### src/rtl/booth_pkg.sv
// Booth multiplier shared definitions: controller states, widths and
// the radix-2 recoding of the {Q0, Q-1} pair.
package booth_pkg;

  typedef enum logic [2:0] {
    IDLE,
    LOAD,
    EVAL,
    SHIFT,
    FIN
  } state_t;

  typedef enum logic [1:0] {
    OP_NOP,
    OP_ADD,
    OP_SUB
  } booth_op_t;

  localparam int N_BIT_DEF = 8;
  localparam int CNT_W = $clog2(N_BIT_DEF + 1);

  // 01 ends a run of ones (add), 10 starts one (subtract).
  function automatic booth_op_t booth_op(input logic [1:0] q_pair);
    booth_op_t op;
    op = OP_NOP;
    if (q_pair == 2'b01) op = OP_ADD;
    if (q_pair == 2'b10) op = OP_SUB;
    return op;
  endfunction

endpackage

### src/rtl/booth_iter_cnt.sv
// Iteration counter: loads N_BIT, counts down to zero and stops there.
// last flags the value that becomes zero on the next decrement.
module booth_iter_cnt
  import booth_pkg::*;
#(
  parameter int N_BIT = N_BIT_DEF,
  parameter int W = $clog2(N_BIT + 1)
) (
  input  logic clk,
  input  logic rst,
  input  logic load,
  input  logic dec,
  output logic zero,
  output logic last
);

  logic [W-1:0] cnt;

  always_ff @(posedge clk or posedge rst) begin
    if (rst) begin
      cnt <= '0;
    end else if (load) begin
      cnt <= W'(N_BIT);
    end else if (dec && !zero) begin
      cnt <= cnt - 1'b1;
    end
  end

  assign zero = (cnt == '0);
  assign last = (cnt == W'(1));

endmodule

### src/rtl/booth_ctrl.sv
// Radix-2 Booth multiplier sequencer: drives load/add/sub/shift strobes
// into the product datapath and reports busy/done.
module booth_ctrl
  import booth_pkg::*;
#(
  parameter int N_BIT = N_BIT_DEF
) (
  input  logic       clk,
  input  logic       rst,
  input  logic       start,
  input  logic       abort,
  input  logic [1:0] q_pair,
  output logic       load_s,
  output logic       add_s,
  output logic       sub_s,
  output logic       ashift_s,
  output logic       busy,
  output logic       done
);

  state_t state;
  state_t nxt;
  logic   cnt_load;
  logic   cnt_dec;
  logic   cnt_zero;
  logic   cnt_last;

  booth_iter_cnt #(
    .N_BIT(N_BIT)
  ) u_cnt (
    .clk (clk),
    .rst (rst),
    .load(cnt_load),
    .dec (cnt_dec),
    .zero(cnt_zero),
    .last(cnt_last)
  );

  always_ff @(posedge clk or posedge rst) begin
    if (rst) state <= IDLE;
    else     state <= nxt;
  end

  always_comb begin
    nxt      = state;
    load_s   = 1'b0;
    add_s    = 1'b0;
    sub_s    = 1'b0;
    ashift_s = 1'b0;
    done     = 1'b0;
    cnt_load = 1'b0;
    cnt_dec  = 1'b0;
    unique case (state)
      IDLE: begin
        if (start && !abort) nxt = LOAD;
      end
      LOAD: begin
        load_s   = 1'b1;
        cnt_load = 1'b1;
        nxt      = EVAL;
      end
      EVAL: begin
        add_s = (booth_op(q_pair) == OP_ADD);
        sub_s = (booth_op(q_pair) == OP_SUB);
        nxt   = SHIFT;
      end
      SHIFT: begin
        ashift_s = 1'b1;
        cnt_dec  = 1'b1;
        nxt      = (cnt_last || cnt_zero) ? FIN : EVAL;
      end
      FIN: begin
        done = 1'b1;
        nxt  = IDLE;
      end
      default: nxt = IDLE;
    endcase
    // Cancel only redirects the next state; strobes follow the current one.
    if (abort && state != IDLE) nxt = IDLE;
    busy = (state != IDLE);
  end

endmodule

### config.mk
export PLATFORM = sky130hd
export DESIGN_NAME = booth_ctrl
export DESIGN_NICKNAME = d
export VERILOG_FILES = /design/src/rtl/booth_pkg.sv /design/src/rtl/booth_iter_cnt.sv /design/src/rtl/booth_ctrl.sv
export SDC_FILE = /design/constraint.sdc
export NUM_CORES = 1
export LEC_CHECK = 0
export CORE_AREA = 4 4 41 43
export DETAILED_ROUTE_END_ITERATION = 8
export DIE_AREA = 0 0 45 47
export GPL_ROUTABILITY_DRIVEN = 0
export SYNTH_ARGS = -nofsm -noshare
export SYNTH_HDL_FRONTEND = slang
export SYNTH_SLANG_ARGS = --single-unit
### constraint.sdc
create_clock -name clk -period 4.28 [get_ports clk]
set_input_delay 0.856 -clock clk [delete_from_list [all_inputs] [get_ports clk]]
set_output_delay 0.856 -clock clk [all_outputs]
set_load 0.02 [all_outputs]
[Word level (Yosys, flattened, before mapping)]
Cells that the tools add are included.
Word-level totals
  register bits: 7
  latch bits: 0
  bits in writable memories: 0
  memory bits (read-only): 0
  input bits: 6
  logic and storage cells: 37
  memories kept: 0
Operators by class
  add/sub/neg operators: 1
  $mul: 0
  divide/modulo/power cells: 0
  $lt $le $gt $ge: 0
  equality and inequality tests: 10
  shift operators: 0
  multiplexer cells: 14
  bitwise logic cells: 0
  reduce and logical (&&, ||, !) cells: 10
Operators by type and width (count)
  3-bit case mux with 4 select lines: 1
  3-bit 2-to-1 mux: 3
  4-bit 2-to-1 mux: 2
  3-bit by 2-bit equality test with 1-bit output, second input constant: 2
  1-bit 2-to-1 mux: 6
  2-bit by 1-bit equality test with 1-bit output, second input constant: 2
  2-bit equality test, second input constant: 2
  4-bit by 1-bit equality test with 1-bit output, second input constant: 1
  4-bit zero test: 1
  2-bit 2-to-1 mux: 2
  4-bit by 1-bit subtractor with 4-bit output, second input constant: 1
  3-bit by 1-bit equality test with 1-bit output, second input constant: 1
  3-bit equality test, second input constant: 1
  1-bit logical AND: 3
  3-bit zero test: 1
  3-bit inequality test, second input constant: 1
  3-bit nonzero test: 1
  1-bit zero test: 2
  2-bit nonzero test: 1
  1-bit logical OR: 1

[Depth between registers and ports, before layout]
  depth after elaboration: 6
  mapped depth: 5
  depth with buffers taken out: 5

[By module]
From an unflattened synthesis, not the netlist that was laid out.
Second synthesis, totals
  cells, all modules: 43
  area, all modules: 431.7 um^2
By module, submodules not included
  booth_iter_cnt: times used 1, cells an instance 25, area each 244.0 um^2, sequential area each 100.1 um^2
  booth_ctrl: times used 1, cells an instance 18, area each 187.7 um^2, sequential area each 75.1 um^2

[Worst setup path after synthesis]
No wires, ideal clock.
  kind: input-to-output
  from: in q_pair[1]
  to: out add_s
  arrival time: 1383 ps
  data required time: 3424 ps
  setup slack: 2041 ps
  stages: 1
  buffers on the path: 0
  cells stage by stage: nor3b_1
Between the ends
  word-level cells in the longest chain between the ends: 6
RTL lines
  start: declaration: RTL line booth_ctrl.sv:12  | input logic [1:0] q_pair,
  2-bit by 1-bit equality test with 1-bit output: RTL line booth_pkg.sv:26  | if (q_pair == 2'b01) op = OP_ADD;
  1-bit 2-to-1 mux: RTL line booth_pkg.sv:26
  2-bit 2-to-1 mux *: RTL line booth_pkg.sv:27  | if (q_pair == 2'b10) op = OP_SUB;
  2-bit 2-to-1 mux *: RTL line booth_ctrl.sv:53  | unique case (state)
  2-bit by 1-bit equality test with 1-bit output *: RTL line booth_ctrl.sv:63  | add_s = (booth_op(q_pair) == OP_ADD);
  1-bit 2-to-1 mux *: RTL line booth_ctrl.sv:53
  end: declaration: RTL line booth_ctrl.sv:14  | output logic add_s,
Every way passes the cells marked *; elsewhere a longest branch is shown, timed or not. The select of a mux whose other input is x is not followed.

[Worst setup path after layout]
  from: in q_pair[1]
  to: out sub_s
Between the ends
  word-level cells in the longest chain between the ends: 6
RTL lines
  2-bit by 1-bit equality test with 1-bit output: RTL line booth_pkg.sv:26
  1-bit 2-to-1 mux: RTL line booth_pkg.sv:26
  2-bit 2-to-1 mux *: RTL line booth_pkg.sv:27
  2-bit 2-to-1 mux *: RTL line booth_ctrl.sv:53
  2-bit equality test *: RTL line booth_ctrl.sv:64  | sub_s = (booth_op(q_pair) == OP_SUB);
  1-bit 2-to-1 mux *: RTL line booth_ctrl.sv:53
  end: declaration: RTL line booth_ctrl.sv:15  | output logic sub_s,
Marked as above.

==> impl_metrics.toml <==
[routing]
ant_nets = 0
finalWirelength_um = 854
vias = 358
first_pass_iters = 3
vias_per_cell = 4.84
wl_per_cell_um = 11.5
dr.first_iter.drc_count = 2
drc = 0

[floorplan]
io_pins = 12
die_w_um = 45
fp.dieH_um = 47
fp.coreArea_mm2 = 0.00130
num_rows = 13
die_area_mm2 = 0.00212
initial_core_util_pct = 31.8

[worst_hold_path]
hp-class = "register to register"
whs_endpoint = "u_cnt.cnt[1]"
hold_start = "u_cnt.cnt[1]"
hold_path_depth = 2

[clocking]
cts_buffers = 3
clk_latency_ps = 250
cts_resized = 0
cts_buffer_depth = 2
postCtsSetupBuffers = 0
cts-hold-fix-buffers = 0
cts.sinks = 7
cts_max_level = 1
cts.clk_slew.worst_paths_ps = 50
tritoncts = "done"
cts-root-buf = "clkbuf_4"

[power]
p_seq_share_pct = 42.8
internal_power_w = 0.000139
ir_drop_mv = 0.225
clkPwrFrac_pct = 29.9
p_comb_share_pct = 27.4
powerDensity_mw_per_mm2 = 361
p_leak_nw = 0.262
p_sw_share_pct = 32.4
power.switching_w = 0.0000664

[synth]
avgSynthCellArea_um2 = 9.41
syn_nets = 52
yosysSeqAreaShare_pct = 42.3
yosys_warnings = 0
synthCells = 44
ys_seq_elements = 7
netlist_area_um2 = 414
ys_types = 19

[cells_and_area]
area_growth_syn_to_layout_pct = 37.5
final_common_cell = "clkdlybuf4s50_1"
final_cell_mix = "clkdlybuf4s50_1 (11), dfrtp_1 (7)"
post-route-util_pct = 43.8
diodes = 0
drive_gt1_share_pct = 10.2
nets = 68

[critical_path]
path_cells = "clkdlybuf4s50_1 > nor3b_1 > clkdlybuf4s50_1"
critical_path_required_ps = 3420
path_common_cell = "clkdlybuf4s50_1"
critical-path-slowest-cell = "clkdlybuf4s50_1"
startpoint_type = "input port"
r2r-end = "u_cnt.cnt[3]"
critPathArrivalTime_ps = 2130
worst-setup-path-type = "input port to primary output"
rrSetupSlack_ps = 2780
crit_buf_inv = 2
cp_slowest_stage_delay_ps = 630
worst_setup_path_end_kind = "primary output"
r2r_cells = 5
crit_family = "buffers and inverters"
worstPathMaxFanout = 2
worstReg2RegStart = "u_cnt.cnt[0]"

[timing]
slew_viol_final = 0
hold-worst-slack_ps = 567
period_needed_ps = 2990
slew_headroom_pct = 68.2
fin_skew_ps = 1.01
timing.final.crit_share_pct = 69.9
max_slew.worst_pin.slew_ps = 476
fmax_mhz = 334
finalSetupViolations = 0
hold_viol = 0
fin_setup_tns_ps = 0
rsz0062_at_grt = "false"

[placed_design]
place_hpwl_um = 639
io_buffers = 11

[global_routing]
grt_max_degree = 9
antenna_found_initial = 0
grt_pass1_vias = 334
globalRouteOverflowTotal = 0
grt_pass1_wl_mm = 1.52
track_usage_pct = 10.3

[outcome]
outcome = "finished, final reports clean"

[flow_run]
cap_violations = 0
## cell type report
type	count	area, µm²
Fill cell	140	732
Timing Repair Buffer	11	110
Tap cell	15	18.8
Inverter	5	18.8
Clock buffer	4	26.3
Sequential cell	7	175
Multi-Input combinational cell	32	220
## flip-flops by register name, summed over array words and instances, names as in the netlist
signal / cells
u_cnt.cnt: 4
state: 3
## power by group through the flow
stage | clock network [W] | logic (W) | registers (W)
4_1_cts | 0.0000623 | 0.0000569 | 0.0000876
3_3_place_gp | 0 | 0.0000543 | 0.0000887
6_report | 0.0000613 | 0.0000562 | 0.0000878
5_1_grt | 0.0000672 | 0.0000646 | 0.0000896
2_1_floorplan | 0 | 0.0000383 | 0.0000857
3_5_place_dp | 0 | 0.0000561 | 0.0000887
## Yosys cell counts
cell | instances | share of area (%)
dfrtp_1 | 7 | 42
inv_1 | 4 | 3.6
nor2_1 | 4 | 3.6
nor3b_1 | 4 | 7.3
or3_1 | 4 | 6.0
o21ai_0 | 3 | 3.6
a21oi_1 | 2 | 2.4
ha_1 | 2 | 6.0
nand2_1 | 2 | 1.8
nor3_1 | 2 | 2.4
o21ai_1 | 2 | 2.4
a211oi_1 | 1 | 1.8
a41o_1 | 1 | 2.4
inv_2 | 1 | 0.91
nand3b_1 | 1 | 1.8
nand3b_4 | 1 | 4.8
nor3b_2 | 1 | 3.0
o21a_1 | 1 | 1.8
or4_1 | 1 | 1.8
## metrics by stage
| stage | cells | cell area [µm²] | setup slack (ps) | power [W] |
|---|---|---|---|---|
| final | 74 | 569 | 1290 | 0.000205 |
| after global routing | 74 | 569 | 1200 | 0.000221 |
| after CTS | 74 | 569 | 1280 | 0.000207 |
| after detailed placement | 70 | 543 | 1280 | 0.000145 |
| after global placement | 70 | 543 | 1290 | 0.000143 |
| after floorplan | 44 | 414 | 2040 | 0.000124 |
## tightest hold or removal path, delay by kind of cell (launching register included)
kind | cells | cell delay, ps
AO/OA/AOI/OAI | 2 | 140
flip-flops | 1 | 380
## cells by family after synthesis
family	after synthesis	synth area share, %
and+or+nand+nor	20	32.6
AOI/OAI and AO/OA	10	14.5
DFF	7	42.3
buffers and inverters	5	4.53
adders and majority gates	2	6.04
## routing by layer
layer / vias up / global-route usage [%] / wire length [µm]
met5: - / 0 / 0
met4: 0 / 8.77 / 12
met3: 2 / 2.30 / 14
met2: 5 / 14.1 / 428
met1: 165 / 13.6 / 398
li1: 186 / - / -
## how the worst max path moves through the flow
stage                          from     to  slack, ps  cells after the start
after floorplan           q_pair[1]  add_s       2040                      1
after global placement    q_pair[0]  add_s       1290                      3
after detailed placement  q_pair[1]  sub_s       1280                      3
after CTS                 q_pair[1]  sub_s       1280                      3
after global routing      q_pair[0]  add_s       1200                      3
final                     q_pair[1]  sub_s       1290                      3
Note: power is estimated with default switching activity, not from simulation.
